File: config.mk
export PLATFORM = sky130hd
export DESIGN_NAME = eth_f_pkt_stat_accum_flat
export DESIGN_NICKNAME = d
export VERILOG_FILES = /design/src/rtl/eth_f_stat_pkg.sv /design/src/rtl/eth_f_pkt_stat_accum_if.sv /design/src/rtl/eth_f_stat_delta_acc.sv /design/src/rtl/eth_f_pkt_stat_accum.sv /design/src/flat_wrapper.sv
export SDC_FILE = /design/constraint.sdc
export NUM_CORES = 1
export LEC_CHECK = 0
export ABC_AREA = 0
export ABC_CLOCK_PERIOD_IN_PS = 26300
export BUFFER_PORTS_ARGS = -buffer_cell sky130_fd_sc_hd__buf_2
export CAP_MARGIN = 20
export CORE_ASPECT_RATIO = 2
export CORE_MARGIN = 2
export CORE_UTILIZATION = 52
export CTS_CLUSTER_DIAMETER = 30
export DETAILED_ROUTE_END_ITERATION = 6
export PLACE_DENSITY_LB_ADDON = 0.25
export SYNTH_ARGS = -nofsm -noshare
export SYNTH_HDL_FRONTEND = slang
export SYNTH_SLANG_ARGS = --single-unit
File: constraint.sdc
create_clock -name i_clk -period 26.3 [get_ports i_clk]
set_input_delay 3.945 -clock i_clk [delete_from_list [all_inputs] [get_ports i_clk]]
set_output_delay 3.945 -clock i_clk [all_outputs]
set_load 0.1 [all_outputs]
File: src/rtl/eth_f_stat_pkg.sv
// Shared types for the packet-statistics accumulator: snapshot bundle, clear FSM
// states and the mod-256 delta helper.
package eth_f_stat_pkg;

  localparam int unsigned SNAP_PERIOD = 16;

  typedef struct packed {
    logic [7:0] sop;
    logic [7:0] eop;
    logic [7:0] err;
  } stat_snap_t;

  typedef enum logic [1:0] {
    IDLE,
    CLR_ASSERT,
    CLR_WAIT
  } clr_state_e;

  // Upstream advances by fewer than 256 per window, so the wrapped difference is exact.
  function automatic logic [7:0] delta8(input logic [7:0] cur, input logic [7:0] prev);
    return cur - prev;
  endfunction

endpackage

File: src/rtl/eth_f_pkt_stat_accum_if.sv
// Snapshot inputs from the stat counter plus the CSR-side clear/snapshot handshake.
interface eth_f_pkt_stat_accum_if #(
  parameter int unsigned CNT_W = 64
);
  logic             stat_cnt_vld;
  logic [7:0]       stat_sop_cnt;
  logic [7:0]       stat_eop_cnt;
  logic [7:0]       stat_err_cnt;
  logic             stat_cnt_clr;
  logic             csr_clr_req;
  logic             csr_clr_ack;
  logic             csr_snap_req;
  logic             csr_snap_ack;
  logic [CNT_W-1:0] csr_sop_total;
  logic [CNT_W-1:0] csr_eop_total;
  logic [CNT_W-1:0] csr_err_total;
  logic             csr_stale;

  modport master (
    output stat_cnt_vld, stat_sop_cnt, stat_eop_cnt, stat_err_cnt,
    output csr_clr_req, csr_snap_req,
    input  stat_cnt_clr, csr_clr_ack, csr_snap_ack,
    input  csr_sop_total, csr_eop_total, csr_err_total, csr_stale
  );

  modport slave (
    input  stat_cnt_vld, stat_sop_cnt, stat_eop_cnt, stat_err_cnt,
    input  csr_clr_req, csr_snap_req,
    output stat_cnt_clr, csr_clr_ack, csr_snap_ack,
    output csr_sop_total, csr_eop_total, csr_err_total, csr_stale
  );
endinterface

File: src/rtl/eth_f_stat_delta_acc.sv
// One counter lane: remembers the previous 8-bit snapshot and folds the wrapped
// delta into a CNT_W running total.
module eth_f_stat_delta_acc
  import eth_f_stat_pkg::*;
#(
  parameter int unsigned CNT_W = 64
) (
  input  logic             i_clk,
  input  logic             i_rst,
  input  logic             upd,
  input  logic             zero,
  input  logic [7:0]       cnt_i,
  output logic [CNT_W-1:0] tot_o
);

  logic [7:0]       prev_q, prev_d;
  logic [CNT_W-1:0] tot_q, tot_d;

  // NOTE: every always_comb output gets a default first, so no path can infer a latch.
  always_comb begin
    prev_d = prev_q;
    tot_d  = tot_q;
    if (zero) begin
      prev_d = '0;
      tot_d  = '0;
    end else if (upd) begin
      prev_d = cnt_i;
      tot_d  = tot_q + CNT_W'(delta8(cnt_i, prev_q));
    end
  end

  // NOTE: state registers use <= so all flops sample pre-edge values, whatever the order.
  always_ff @(posedge i_clk or posedge i_rst) begin
    if (i_rst) begin
      prev_q <= '0;
      tot_q  <= '0;
    end else begin
      prev_q <= prev_d;
      tot_q  <= tot_d;
    end
  end

  assign tot_o = tot_q;

endmodule

File: src/rtl/eth_f_pkt_stat_accum.sv
// Accumulates wrapping SOP/EOP/ERR snapshots into wide totals, with an atomic CSR
// shadow, a staleness flag and a request/ack clear sequencer for the stat counter.
module eth_f_pkt_stat_accum
  import eth_f_stat_pkg::*;
#(
  parameter int unsigned CNT_W     = 64,
  parameter int unsigned CLR_HOLD  = 4,
  parameter int unsigned STALE_CYC = 64
) (
  input  logic                   i_clk,
  input  logic                   i_rst,
  eth_f_pkt_stat_accum_if.slave  bus
);

  // A stale limit under two snapshot periods would flag a healthy counter.
  localparam int unsigned STALE_MIN = 2 * SNAP_PERIOD;
  localparam int unsigned STALE_LIM = (STALE_CYC < STALE_MIN) ? STALE_MIN : STALE_CYC;
  localparam int unsigned TMR_W     = $clog2(STALE_LIM + 1);
  localparam logic [3:0]  HOLD_INIT = 4'(CLR_HOLD - 1);
  localparam logic [TMR_W-1:0] TMR_MAX = TMR_W'(STALE_LIM);

  stat_snap_t       snap;
  clr_state_e       state_q, state_d;
  logic [3:0]       hold_q, hold_d;
  logic [TMR_W-1:0] timer_q, timer_d;
  logic             vld_d_q;
  logic             upd;
  logic             clr_done;
  logic             snap_ack_q;
  logic             clr_ack_q;
  logic [CNT_W-1:0] tot_sop, tot_eop, tot_err;
  logic [CNT_W-1:0] sh_sop_q, sh_eop_q, sh_err_q;
  logic [CNT_W-1:0] sh_sop_d, sh_eop_d, sh_err_d;

  assign snap = '{sop: bus.stat_sop_cnt, eop: bus.stat_eop_cnt, err: bus.stat_err_cnt};
  assign upd  = bus.stat_cnt_vld & ~vld_d_q & (state_q == IDLE);

  eth_f_stat_delta_acc #(.CNT_W(CNT_W)) u_acc_sop (
    .i_clk(i_clk), .i_rst(i_rst), .upd(upd), .zero(clr_done), .cnt_i(snap.sop), .tot_o(tot_sop)
  );
  eth_f_stat_delta_acc #(.CNT_W(CNT_W)) u_acc_eop (
    .i_clk(i_clk), .i_rst(i_rst), .upd(upd), .zero(clr_done), .cnt_i(snap.eop), .tot_o(tot_eop)
  );
  eth_f_stat_delta_acc #(.CNT_W(CNT_W)) u_acc_err (
    .i_clk(i_clk), .i_rst(i_rst), .upd(upd), .zero(clr_done), .cnt_i(snap.err), .tot_o(tot_err)
  );

  always_comb begin
    state_d  = state_q;
    hold_d   = hold_q;
    clr_done = 1'b0;
    unique case (state_q)
      IDLE: begin
        if (bus.csr_clr_req) begin
          state_d = CLR_ASSERT;
          hold_d  = HOLD_INIT;
        end
      end
      CLR_ASSERT: begin
        if (hold_q == '0) state_d = CLR_WAIT;
        else              hold_d  = hold_q - 4'd1;
      end
      CLR_WAIT: begin
        // The counter must have left its valid phase before totals restart from zero.
        if (!bus.stat_cnt_vld) begin
          clr_done = 1'b1;
          state_d  = IDLE;
        end
      end
      default: state_d = IDLE;
    endcase
  end

  always_comb begin
    timer_d = timer_q;
    if (upd || clr_done)      timer_d = '0;
    else if (timer_q != TMR_MAX) timer_d = timer_q + 1'b1;
  end

  // A snapshot taken in the completing clear cycle still returns pre-clear totals.
  always_comb begin
    sh_sop_d = sh_sop_q;
    sh_eop_d = sh_eop_q;
    sh_err_d = sh_err_q;
    if (bus.csr_snap_req) begin
      sh_sop_d = tot_sop;
      sh_eop_d = tot_eop;
      sh_err_d = tot_err;
    end else if (clr_done) begin
      sh_sop_d = '0;
      sh_eop_d = '0;
      sh_err_d = '0;
    end
  end

  always_ff @(posedge i_clk or posedge i_rst) begin
    if (i_rst) begin
      state_q    <= IDLE;
      hold_q     <= '0;
      timer_q    <= '0;
      vld_d_q    <= 1'b0;
      snap_ack_q <= 1'b0;
      clr_ack_q  <= 1'b0;
      sh_sop_q   <= '0;
      sh_eop_q   <= '0;
      sh_err_q   <= '0;
    end else begin
      state_q    <= state_d;
      hold_q     <= hold_d;
      timer_q    <= timer_d;
      vld_d_q    <= bus.stat_cnt_vld;
      snap_ack_q <= bus.csr_snap_req;
      clr_ack_q  <= clr_done;
      sh_sop_q   <= sh_sop_d;
      sh_eop_q   <= sh_eop_d;
      sh_err_q   <= sh_err_d;
    end
  end

  assign bus.stat_cnt_clr  = (state_q == CLR_ASSERT);
  assign bus.csr_clr_ack   = clr_ack_q;
  assign bus.csr_snap_ack  = snap_ack_q;
  assign bus.csr_sop_total = sh_sop_q;
  assign bus.csr_eop_total = sh_eop_q;
  assign bus.csr_err_total = sh_err_q;
  assign bus.csr_stale     = (timer_q == TMR_MAX);

endmodule

File: src/flat_wrapper.sv
// flat-port wrapper written by rule: the top's interface ports become plain ports
module eth_f_pkt_stat_accum_flat import eth_f_stat_pkg::*;
#(
  parameter int unsigned CNT_W     = 64,
  parameter int unsigned CLR_HOLD  = 4,
  parameter int unsigned STALE_CYC = 64
)
  (i_clk, i_rst, bus_stat_cnt_vld, bus_stat_sop_cnt, bus_stat_eop_cnt, bus_stat_err_cnt, bus_csr_clr_req, bus_csr_snap_req, bus_stat_cnt_clr, bus_csr_clr_ack, bus_csr_snap_ack, bus_csr_sop_total, bus_csr_eop_total, bus_csr_err_total, bus_csr_stale);
  eth_f_pkt_stat_accum_if #(.CNT_W(CNT_W)) bus_i ();
  input  logic i_clk;
  input  logic i_rst;
  input wire logic [$bits(bus_i.stat_cnt_vld)-1:0] bus_stat_cnt_vld;
  input wire logic [$bits(bus_i.stat_sop_cnt)-1:0] bus_stat_sop_cnt;
  input wire logic [$bits(bus_i.stat_eop_cnt)-1:0] bus_stat_eop_cnt;
  input wire logic [$bits(bus_i.stat_err_cnt)-1:0] bus_stat_err_cnt;
  input wire logic [$bits(bus_i.csr_clr_req)-1:0] bus_csr_clr_req;
  input wire logic [$bits(bus_i.csr_snap_req)-1:0] bus_csr_snap_req;
  output wire logic [$bits(bus_i.stat_cnt_clr)-1:0] bus_stat_cnt_clr;
  output wire logic [$bits(bus_i.csr_clr_ack)-1:0] bus_csr_clr_ack;
  output wire logic [$bits(bus_i.csr_snap_ack)-1:0] bus_csr_snap_ack;
  output wire logic [$bits(bus_i.csr_sop_total)-1:0] bus_csr_sop_total;
  output wire logic [$bits(bus_i.csr_eop_total)-1:0] bus_csr_eop_total;
  output wire logic [$bits(bus_i.csr_err_total)-1:0] bus_csr_err_total;
  output wire logic [$bits(bus_i.csr_stale)-1:0] bus_csr_stale;
  assign bus_i.stat_cnt_vld = bus_stat_cnt_vld;
  assign bus_i.stat_sop_cnt = bus_stat_sop_cnt;
  assign bus_i.stat_eop_cnt = bus_stat_eop_cnt;
  assign bus_i.stat_err_cnt = bus_stat_err_cnt;
  assign bus_i.csr_clr_req = bus_csr_clr_req;
  assign bus_i.csr_snap_req = bus_csr_snap_req;
  assign bus_stat_cnt_clr = bus_i.stat_cnt_clr;
  assign bus_csr_clr_ack = bus_i.csr_clr_ack;
  assign bus_csr_snap_ack = bus_i.csr_snap_ack;
  assign bus_csr_sop_total = bus_i.csr_sop_total;
  assign bus_csr_eop_total = bus_i.csr_eop_total;
  assign bus_csr_err_total = bus_i.csr_err_total;
  assign bus_csr_stale = bus_i.csr_stale;
  eth_f_pkt_stat_accum #(.CNT_W(CNT_W), .CLR_HOLD(CLR_HOLD), .STALE_CYC(STALE_CYC)) u_core (.i_clk(i_clk), .i_rst(i_rst), .bus(bus_i));
endmodule
==> results of run 1 <==
routing by layer:
| metal | GRT usage, % | vias to the layer above | wire length [microns] |
|---|---|---|---|
| met1 | 29.24 | 8146 | 20160 |
| met5 | 0 | - | 44 |
| met4 | 10.27 | 8 | 1887 |
| met3 | 3.116 | 102 | 1995 |
| met2 | 43.47 | 381 | 26300 |
| li1 | - | 8210 | - |
kinds of logic after synthesis:
family / synth area share (%)
AO/OA/AOI/OAI: 11.99
XOR/XNOR: 6.118
adder cells (fa/ha/maj): 3.713
buffers and inverters: 3.755
flip-flops: 51.11
multiplexers: 0.8197
AND/OR/NAND/NOR: 22.49
registers in the layout, summed over array words and instances (netlist names), 7 cells and up:
register / count
u_core.u_acc_sop.tot_o: 64
u_core.bus.csr_err_total: 64
u_core.timer_q: 7
u_core.bus.csr_sop_total: 64
u_core.u_acc_eop.prev_q: 8
u_core.u_acc_err.tot_o: 64
u_core.bus.csr_eop_total: 64
u_core.u_acc_sop.prev_q: 8
u_core.u_acc_err.prev_q: 8
u_core.u_acc_eop.tot_o: 64
area by class of cell:
class,count,area share [%]
Clock buffer,63,5.773
Timing Repair Buffer,241,5.438
Antenna cell,4,0.04183
Tap cell,525,2.745
Inverter,73,1.198
Sequential cell,424,44.34
Clock inverter,27,1.150
Multi-Input combinational cell,1699,39.31
through the flow:
stage               instances  total power (uW)
global placement         2958              1520
detailed placement       2959              1556
floorplan                2326              1383
global route             3056              2370
CTS                      3049              2255
finish                   3056              2239
Yosys cell counts, types with 8 or more instances:
cell type | n | area (sq um)
a211oi_1 | 8 | 60.06
a21o_1 | 17 | 127.6
a21oi_1 | 106 | 530.5
and3_1 | 18 | 112.6
buf_1 | 11 | 41.29
clkbuf_1 | 115 | 431.7
dfrtp_1 | 424 | 10610
ha_1 | 52 | 650.6
inv_1 | 72 | 270.3
mux2i_1 | 17 | 170.2
nand2_1 | 556 | 2087
nand2b_1 | 23 | 143.9
nand3_1 | 60 | 300.3
nand4_1 | 38 | 237.7
nor2_1 | 150 | 563.0
nor2b_1 | 11 | 68.82
nor3_1 | 59 | 295.3
nor3b_1 | 8 | 60.06
nor4_1 | 40 | 250.2
o21ai_0 | 241 | 1206
o31ai_1 | 18 | 135.1
or3_1 | 28 | 175.2
or4_1 | 17 | 127.6
xnor2_1 | 115 | 1007
xor2_1 | 30 | 262.8
final timing paths:
| kind | from | endpoint | slack (ps) | depth (start not counted) |
|---|---|---|---|---|
| max | bus_stat_sop_cnt[0] | u_core.u_acc_sop.tot_o[61] | 19060 | 17 |
| min | u_core.u_acc_err.prev_q[4] | u_core.u_acc_err.prev_q[4] | 520 | 2 |
| max reg2reg | u_core.state_q[1] | u_core.u_acc_sop.tot_o[60] | 22110 | 8 |
| min reg2reg | u_core.u_acc_err.prev_q[4] | u_core.u_acc_err.prev_q[4] | 520 | 2 |
| max in group asynchronous | i_rst | u_core.u_acc_err.tot_o[15] | 20360 | 4 |
| min in group asynchronous | i_rst | u_core.bus.csr_eop_total[13] | 3600 | 2 |
cells in the final DEF, fill, tap and decap left out, drive strengths merged, types with 4 or more instances in the layout:
| cell | Yosys | routed |
|---|---|---|
| nand2 | 556 | 556 |
| dfrtp | 424 | 424 |
| o21ai | 245 | 245 |
| buf | 15 | 241 |
| nor2 | 150 | 150 |
| xnor2 | 115 | 115 |
| a21oi | 106 | 106 |
| inv | 73 | 82 |
| clkbuf | 115 | 63 |
| nand3 | 60 | 60 |
| nor3 | 59 | 59 |
| ha | 52 | 52 |
| nor4 | 41 | 41 |
| nand4 | 38 | 38 |
| xor2 | 30 | 30 |
| or3 | 29 | 29 |
| nand2b | 23 | 23 |
| and3 | 18 | 18 |
| o31ai | 18 | 18 |
| a21o | 17 | 17 |
| mux2i | 17 | 17 |
| or4 | 17 | 17 |
| nor2b | 11 | 11 |
| clkinv | 0 | 9 |
| nor3b | 8 | 8 |
| a211oi | 8 | 8 |
| o21bai | 6 | 6 |
| and4 | 6 | 6 |
| and2 | 6 | 6 |
| fa | 6 | 6 |
| clkinvlp | 0 | 6 |
| o211ai | 5 | 5 |
| nor4b | 5 | 5 |
| diode | 0 | 4 |
| a22o | 4 | 4 |
| or2 | 4 | 4 |
| a31o | 4 | 4 |
worst max-delay path, delay by kind of cell:
family / cells / cell delay (ps)
fa+ha+maj: 3 / 850
xor+xnor: 2 / 320
buf+inv: 3 / 260
simple gates: 2 / 250
compound gates: 7 / 2020
power by group through the flow:
stage               Sequential, uW  Combinational (uW)  Clock [uW]
floorplan                      900                 483           0
global placement               784                 736           0
detailed placement             787                 770           0
CTS                            775                 774         706
global route                   784                 856         730
finish                         776                 773         690
==> results.py, run 1 <==
metrics = {
    "status": {
        "status": "complete, no violations",
    },
    "sta": {
        "setup_viol": 0,
        "finClkSkew_ps": 24.74,
        "slew_viol_final": 0,
        "rsz0062_at_grt": "no",
        "fin_tns_setup_ps": 0,
        "timing.hold.ws_ps": 519.6,
        "period_minus_slack_ps": 7242,
        "slew_headroom_pct": 32.83,
        "hold_viol_final": 0,
        "fmax_ghz": 0.1381,
        "period_share_pct": 27.54,
        "tightest_slew_ps": 1007,
        "postLayoutSetupSlackWorst_ps": 19060,
    },
    "detailed_routing": {
        "ant_nets": 0,
        "via_count": 16847,
        "wl_per_cell_microns": 16.49,
        "drtIter0Drc": 891,
        "wl_mm": 50.39,
        "vias_per_cell": 5.513,
        "dr.pass1.iters": 5,
        "drc": 0,
    },
    "clocking": {
        "clock_latency_ps": 570,
        "ctsResizeCount": 0,
        "cts_root_buf": "clkbuf_16",
        "cts_hold_buf": 0,
        "cts_max_path_buffers": 3,
        "cts.sinks": 424,
        "htree_levels": 2,
        "postCtsSetupBuffers": 0,
        "cts_tree": "built",
        "numCtsBuffers": 49,
        "path_clk_slew_ps": 60,
    },
    "critical_path": {
        "cpPeakStageDelay_ps": 740,
        "crit_arrival_ps": 7650,
        "worstSetupEndpointType": "register",
        "crit_type": "input pin to register",
        "start_kind": "input pin",
        "crit_path_frequent_cell": "a21o_1",
        "crit_slowest_cell": "a21o_1",
        "crit_required_ps": 26710,
        "cp_max_fo": 27,
        "path_cells": "buf_2 > inv_1 > ha_1 > inv_1 > fa_1 > a21o_1 > a21oi_1 > o21bai_1 > a21oi_1 > xnor2_1 > ha_1 > a21o_1 > a221oi_1 > a21o_1 > nor4_1 > xnor2_1 > nor2_1",
    },
    "cells_and_area": {
        "fin_util_pct": 60.67,
        "fill_cells": 3467,
        "area_growth_pct": 15.26,
        "multi_input_area_sq_um": 9405,
        "register_area_sq_um": 10610,
        "finish.instance_area_sq_um": 23930,
        "nets": 2575,
        "layout-drive-gt1-share_pct": 13.77,
    },
    "power_and_ir_drop": {
        "sequentialPowerShare_pct": 34.7,
        "pwr-share-comb_pct": 34.5,
        "swShare_pct": 37.96,
        "p_int_uw": 1389,
        "ir_drop_mv": 0.08087,
        "clock_power_share_pct": 30.8,
        "p_leak_uw": 0.01091,
        "power.switching_uw": 850.0,
        "powerDensity_nw_per_um2": 93.59,
    },
    "global_route": {
        "antenna_found_initial": 8,
        "grt_overflow_total": 0,
        "grt_pass1_vias": 16815,
        "grt_max_degree": 178,
        "grt_pass1_wl_mm": 84.30,
        "grtUsageTotal_pct": 24.20,
    },
    "yosys": {
        "async_flop_share_pct": 100.0,
        "ys_warn_count": 0,
        "syn_area_sq_um": 20760,
        "ys_seq_elements": 424,
        "synth_cells": 2326,
        "syn-num-nets": 2413,
        "synth_cell_types": 65,
        "synth-edff-count": 0,
        "ys.flop_type": "dfrtp_1",
        "seq_area_frac_synth_pct": 51.11,
        "avgSynthCellArea_sq_um": 8.925,
    },
    "flow_run": {
        "cap_violations": 0,
    },
    "floorplan": {
        "core-area_sq_um": 39440,
        "die_height_microns": 286.6,
        "io_pins": 225,
        "die_width_microns": 145.3,
        "dieArea_sq_um": 41630,
        "initial_utilization_pct": 52.64,
        "rows": 103,
    },
    "placed_design": {
        "port-buffer-count": 224,
        "place_area_sq_um": 22200,
        "dp_hpwl_mm": 33.72,
        "pre_cts_ws_ps": 18470,
        "place_congestion": 0.8539,
    },
    "worst_hold_path": {
        "hold_path.class": "register to register",
    },
}
(Power assumes the default switching activity.)
==> inputs of run 2 (changes only) <==
--- a/config.mk
+++ b/config.mk
@@ -6,7 +6,7 @@
 export NUM_CORES = 1
 export LEC_CHECK = 0
 export ABC_AREA = 0
-export ABC_CLOCK_PERIOD_IN_PS = 26300
+export ABC_CLOCK_PERIOD_IN_PS = 6900
 export BUFFER_PORTS_ARGS = -buffer_cell sky130_fd_sc_hd__buf_2
 export CAP_MARGIN = 20
 export CORE_ASPECT_RATIO = 2
==> constraint.sdc (replaced) <==
create_clock -name i_clk -period 6.9 [get_ports i_clk]
set_input_delay 1.035 -clock i_clk [delete_from_list [all_inputs] [get_ports i_clk]]
set_output_delay 1.035 -clock i_clk [all_outputs]
set_load 0.1 [all_outputs]
==> results.py, run 2 (synthesis results as in run 1) <==
metrics = {
    "status": {
        "status": "complete, no violations",
    },
    "sta": {
        "tightest_slew_ps": 1007,
        "period_minus_slack_ps": 4331,
        "fmax_ghz": 0.2309,
        "hold_viol_final": 0,
        "rsz0062_at_grt": "no",
        "finClkSkew_ps": 17.72,
        "setup_viol": 0,
        "slew_viol_final": 0,
        "fin_tns_setup_ps": 0,
        "slew_headroom_pct": 32.86,
        "period_share_pct": 62.77,
        "postLayoutSetupSlackWorst_ps": 2569,
    },
    "critical_path": {
        "reg2regPathDepth": 15,
        "start_kind": "input pin",
        "cp_max_fo": 27,
        "path_cells": "buf_2 > inv_1 > ha_1 > inv_1 > fa_1 > a21o_1 > a21oi_1 > o21bai_1 > a21oi_1 > xnor2_1 > ha_1 > a21o_1 > a221oi_1 > a21o_1 > nor3_1 > xnor2_1 > nor2_1",
        "cpPeakStageDelay_ps": 790,
        "crit_slowest_cell": "a21o_1",
        "crit_type": "input pin to register",
        "crit_required_ps": 7310,
        "worstSetupEndpointType": "register",
        "crit_arrival_ps": 4740,
        "r2r-start": "u_core.u_acc_sop.prev_q[0]",
        "rrSetupSlack_ps": 2860,
        "crit_path_frequent_cell": "a21o_1",
        "reg2reg_to": "u_core.u_acc_sop.tot_o[17]",
    },
    "power_and_ir_drop": {
        "p_int_uw": 5486,
        "ir_drop_mv": 0.3144,
        "sequentialPowerShare_pct": 33.6,
        "powerDensity_nw_per_um2": 365.1,
        "p_leak_uw": 0.01100,
        "swShare_pct": 37.66,
        "finalPower_uw": 8799,
        "clock_power_share_pct": 32.9,
        "pwr-share-comb_pct": 33.5,
        "power.switching_uw": 3313,
    },
    "clocking": {
        "cts_max_path_buffers": 3,
        "htree_levels": 2,
        "cts_tree": "built",
        "cts_hold_buf": 0,
        "ctsResizeCount": 0,
        "postCtsSetupBuffers": 0,
        "numCtsBuffers": 51,
        "cts_root_buf": "clkbuf_16",
        "clock_latency_ps": 570,
        "cts.sinks": 424,
        "path_clk_slew_ps": 60,
    },
    "global_route": {
        "grtUsageTotal_pct": 24.63,
        "grt_pass1_wl_mm": 85.95,
        "grt_pass1_vias": 17391,
        "grt_overflow_total": 0,
        "antenna_found_initial": 5,
        "grt_max_degree": 160,
    },
    "floorplan": {
        "rows": 103,
        "initial_utilization_pct": 52.64,
        "die_height_microns": 286.6,
        "core-area_sq_um": 39440,
        "dieArea_sq_um": 41630,
        "io_pins": 225,
        "die_width_microns": 145.3,
    },
    "placed_design": {
        "pre_cts_ws_ps": 1931,
        "place_congestion": 0.8230,
        "dp_hpwl_mm": 33.88,
        "port-buffer-count": 224,
    },
    "worst_hold_path": {
        "holdPathEnd": "u_core.bus.csr_eop_total[41]",
        "hold_path.class": "register to register",
        "hold_depth": 2,
        "min_from": "u_core.bus.csr_eop_total[41]",
    },
    "detailed_routing": {
        "drtIter0Drc": 1010,
        "wl_per_cell_microns": 16.75,
        "vias_per_cell": 5.634,
        "dr.pass1.iters": 5,
        "ant_nets": 0,
        "drc": 0,
        "via_count": 17222,
        "wl_mm": 51.22,
    },
    "cells_and_area": {
        "fin_util_pct": 61.11,
        "diodes": 0,
        "multi_input_area_sq_um": 9405,
        "nets": 2577,
        "fill_cells": 3486,
        "area_growth_pct": 16.10,
        "layout_commonest_cell": "nand2_1",
        "register_area_sq_um": 10610,
        "final_cell_mix": "556 x nand2_1, 424 x dfrtp_1, 241 x o21ai_0, 223 x buf_2, 148 x nor2_1",
        "layout-drive-gt1-share_pct": 14.10,
    },
    "flow_run": {
        "cap_violations": 0,
    },
}
-- run 2: cell count changes in the layout (fill, tap and decap cells not counted), moves of 3 or more --
cell / previous run / this run
inv_6: 8 / 18
clkbuf_1: 6 / 2
bufinv_16: 3 / 7
diode_2: 4 / 0
clkbuf_8: 6 / 3
-- run 2: power by group through the flow --
| stage | Clock, uW | Combinational [uW] | Sequential, uW |
|---|---|---|---|
| 2_1_floorplan | 0 | 1840 | 3430 |
| 3_3_place_gp | 0 | 2790 | 2990 |
| 3_5_place_dp | 0 | 2930 | 3000 |
| 4_1_cts | 2950 | 2950 | 2960 |
| 5_1_grt | 3040 | 3260 | 2990 |
| 6_report | 2890 | 2950 | 2960 |
-- run 2: final cells by class --
class | count | share of cell area, %
flip-flops and latches | 424 | 44.02
multi-input cells | 1699 | 39.03
inverters | 73 | 1.173
well taps | 525 | 2.726
clock inverters | 37 | 1.942
repair buffers | 241 | 5.404
clock buffers | 58 | 5.706
-- run 2: stage by stage --
stage,hold slack [ps],cells,instance area [sq um]
finish,518.5,3057,24100
global placement,499.4,2959,22220
CTS,524.4,3055,24070
floorplan,466.6,2326,20760
detailed placement,505.8,2960,22230
global route,546.1,3057,24100
-- run 2: how the worst max path moves through the flow --
stage	startpoint	end	slack [ps]	depth (start not counted)
floorplan	i_rst	u_core.bus.csr_clr_ack	140	1
global placement	bus_stat_sop_cnt[0]	u_core.u_acc_sop.tot_o[61]	2040	17
detailed placement	bus_stat_sop_cnt[0]	u_core.u_acc_sop.tot_o[17]	1930	17
CTS	bus_stat_sop_cnt[0]	u_core.u_acc_sop.tot_o[17]	2550	17
global route	bus_stat_sop_cnt[0]	u_core.u_acc_sop.tot_o[29]	2160	17
finish	bus_stat_sop_cnt[0]	u_core.u_acc_sop.tot_o[17]	2570	17
-- run 2: routing by layer --
metal / global-route usage [%] / part of all wire [%] / vias to the layer above
met4: 10.44 / 3.9 / 8
met3: 2.846 / 4.0 / 123
met1: 29.53 / 40 / 8413
li1: - / - / 8229
met5: 0 / 0.090 / -
met2: 44.74 / 52 / 449
-- run 2: worst max-delay path, delay by kind of cell --
family                   cells  cell delay, ps
buffers and inverters        3             240
AO/OA/AOI/OAI                7            2060
XOR/XNOR                     2             340
AND/OR/NAND/NOR              2             230
adder cells (fa/ha/maj)      3             840
==> inputs of run 3 (changes only) <==
--- a/config.mk
+++ b/config.mk
@@ -6,7 +6,7 @@
 export NUM_CORES = 1
 export LEC_CHECK = 0
 export ABC_AREA = 0
-export ABC_CLOCK_PERIOD_IN_PS = 6900
+export ABC_CLOCK_PERIOD_IN_PS = 3600
 export BUFFER_PORTS_ARGS = -buffer_cell sky130_fd_sc_hd__buf_2
 export CAP_MARGIN = 20
 export CORE_ASPECT_RATIO = 2
==> constraint.sdc (replaced) <==
create_clock -name i_clk -period 3.6 [get_ports i_clk]
set_input_delay 0.54 -clock i_clk [delete_from_list [all_inputs] [get_ports i_clk]]
set_output_delay 0.54 -clock i_clk [all_outputs]
set_load 0.1 [all_outputs]
==> results.py, run 3 (synthesis results as in run 1) <==
metrics = {
    "placed_design": {
        "dp_hpwl_mm": 35.92,
        "place_area_sq_um": 23040,
        "pre_cts_ws_ps": -661.4,
        "place_congestion": 0.8651,
        "port-buffer-count": 224,
    },
    "sta": {
        "setup_viol": 0,
        "fmax_ghz": 0.2823,
        "postLayoutSetupSlackWorst_ps": 57.47,
        "fin_tns_setup_ps": 0,
        "tightest_slew_ps": 801.6,
        "slew_headroom_pct": 46.56,
        "finClkSkew_ps": 27.37,
        "slew_viol_final": 0,
        "hold_viol_final": 0,
        "rsz0062_at_grt": "yes",
        "period_share_pct": 98.40,
        "period_minus_slack_ps": 3543,
    },
    "critical_path": {
        "crit_arrival_ps": 3980,
        "cp_max_fo": 7,
        "r2r-start": "u_core.u_acc_sop.prev_q[0]",
        "start_kind": "register",
        "rrSetupSlack_ps": 60,
        "crit_type": "register to register",
        "worstSetupEndpointType": "register",
        "crit_required_ps": 4030,
        "reg2regPathDepth": 16,
        "crit_start": "u_core.u_acc_sop.prev_q[0]",
    },
    "global_route": {
        "grt_pass1_vias": 17614,
        "grt.met3_usage_pct": 3.307,
        "antenna_found_initial": 6,
        "grt_max_degree": 174,
        "grt_overflow_total": 0,
        "grtUsageTotal_pct": 25.41,
        "grt.met2_usage_pct": 46.17,
        "grt_pass1_wl_mm": 87.80,
        "grtUsageMet1_pct": 29.79,
        "top_usage_layer": "met2",
    },
    "clocking": {
        "htree_levels": 2,
        "cts.sinks": 424,
        "path_clk_slew_ps": 60,
        "cts_tree": "built",
        "cts_hold_buf": 0,
        "numCtsBuffers": 48,
        "clock_latency_ps": 570,
        "cts_root_buf": "clkbuf_16",
        "cts_max_path_buffers": 3,
    },
    "detailed_routing": {
        "vias_per_cell": 5.588,
        "drtIter0Drc": 1015,
        "dr.pass1.iters": 5,
        "wl_mm": 53.72,
        "drc": 0,
        "via_count": 17630,
        "ant_nets": 0,
        "wl_per_cell_microns": 17.03,
    },
    "floorplan": {
        "io_pins": 225,
        "initial_utilization_pct": 52.64,
        "rows": 103,
        "dieArea_sq_um": 41630,
        "core-area_sq_um": 39440,
        "die_width_microns": 145.3,
        "die_height_microns": 286.6,
    },
    "power_and_ir_drop": {
        "powerDensity_nw_per_um2": 698.6,
        "ir_drop_mv": 0.7330,
        "p_leak_uw": 0.01157,
    },
    "cells_and_area": {
        "fill_cells": 3337,
        "nets": 2677,
        "layout-drive-gt1-share_pct": 19.29,
        "layout_commonest_cell": "nand2_1",
        "final_cell_mix": "556 x nand2_1, 424 x dfrtp_1, 239 x o21ai_0, 223 x buf_2, 146 x nor2_1",
        "fin_util_pct": 63.71,
        "register_area_sq_um": 10610,
        "area_growth_pct": 21.04,
        "multi_input_area_sq_um": 9736,
        "finish.instance_area_sq_um": 25130,
    },
    "status": {
        "status": "complete, no violations",
    },
    "worst_hold_path": {
        "hold_path.class": "input pin to asynchronous set/reset pin",
    },
    "flow_run": {
        "cap_violations": 0,
    },
}
## run 3: final cells by class
class,instances,area share [%]
multi-input cells,1701,38.75
clock buffers,56,5.144
clock inverters,32,1.359
flip-flops and latches,424,42.23
inverters,73,1.125
well taps,525,2.614
repair buffers,342,8.760
diodes,2,0.01992
## run 3: per-layer routing
metal / part of all wire, % / vias up
met3: 4.2 / 139
met2: 53 / 467
met1: 39 / 8602
met5: 0.061 / -
met4: 4.1 / 8
li1: - / 8414
## run 3: per-stage QoR
stage | total power, uW | hold slack (ps) | cells
2_1_floorplan | 10130 | 466.6 | 2326
3_3_place_gp | 11990 | 498.9 | 3048
3_5_place_dp | 12160 | 512.1 | 3048
4_1_cts | 17250 | 117.2 | 3136
5_1_grt | 18560 | 130.7 | 3155
6_report | 17550 | 126.3 | 3155
## run 3: worst max-delay path, cell delays in order, from the launching register on
cell and delay, ps:
dfrtp_1 360, ha_2 180, inv_2 40, fa_2 330, a21o_1 170, a21oi_2 130, o21bai_1 80, a21oi_1 170
xnor2_1 100, ha_1 320, nand2_1 80, a2111o_1 380, a21o_2 290, clkbuf_16 200, nor4_1 350, xnor2_1 170
nor2_1 60
## run 3: what timing repair did
item	CTS	global route
cloned	0	5
resized for setup	1	63
endpoints found under the hold margin	0	0
setup buffers	0	12
pin swaps	0	23
endpoints found under the setup margin	19	139
## run 3: power breakdown
group | internal (uW) | switching, uW
registers | 5250 | 402
clock network | 2910 | 2130
logic | 2740 | 4120
total | 10900 | 6650
## run 3: final timing paths
check / to
min in group i_clk: u_core.vld_d_q
max: u_core.u_acc_sop.tot_o[21]
min reg2reg: u_core.bus.csr_eop_total[40]
max in group asynchronous: u_core.bus.csr_err_total[63]
max reg2reg: u_core.u_acc_sop.tot_o[21]
min: u_core.bus.csr_err_total[14]
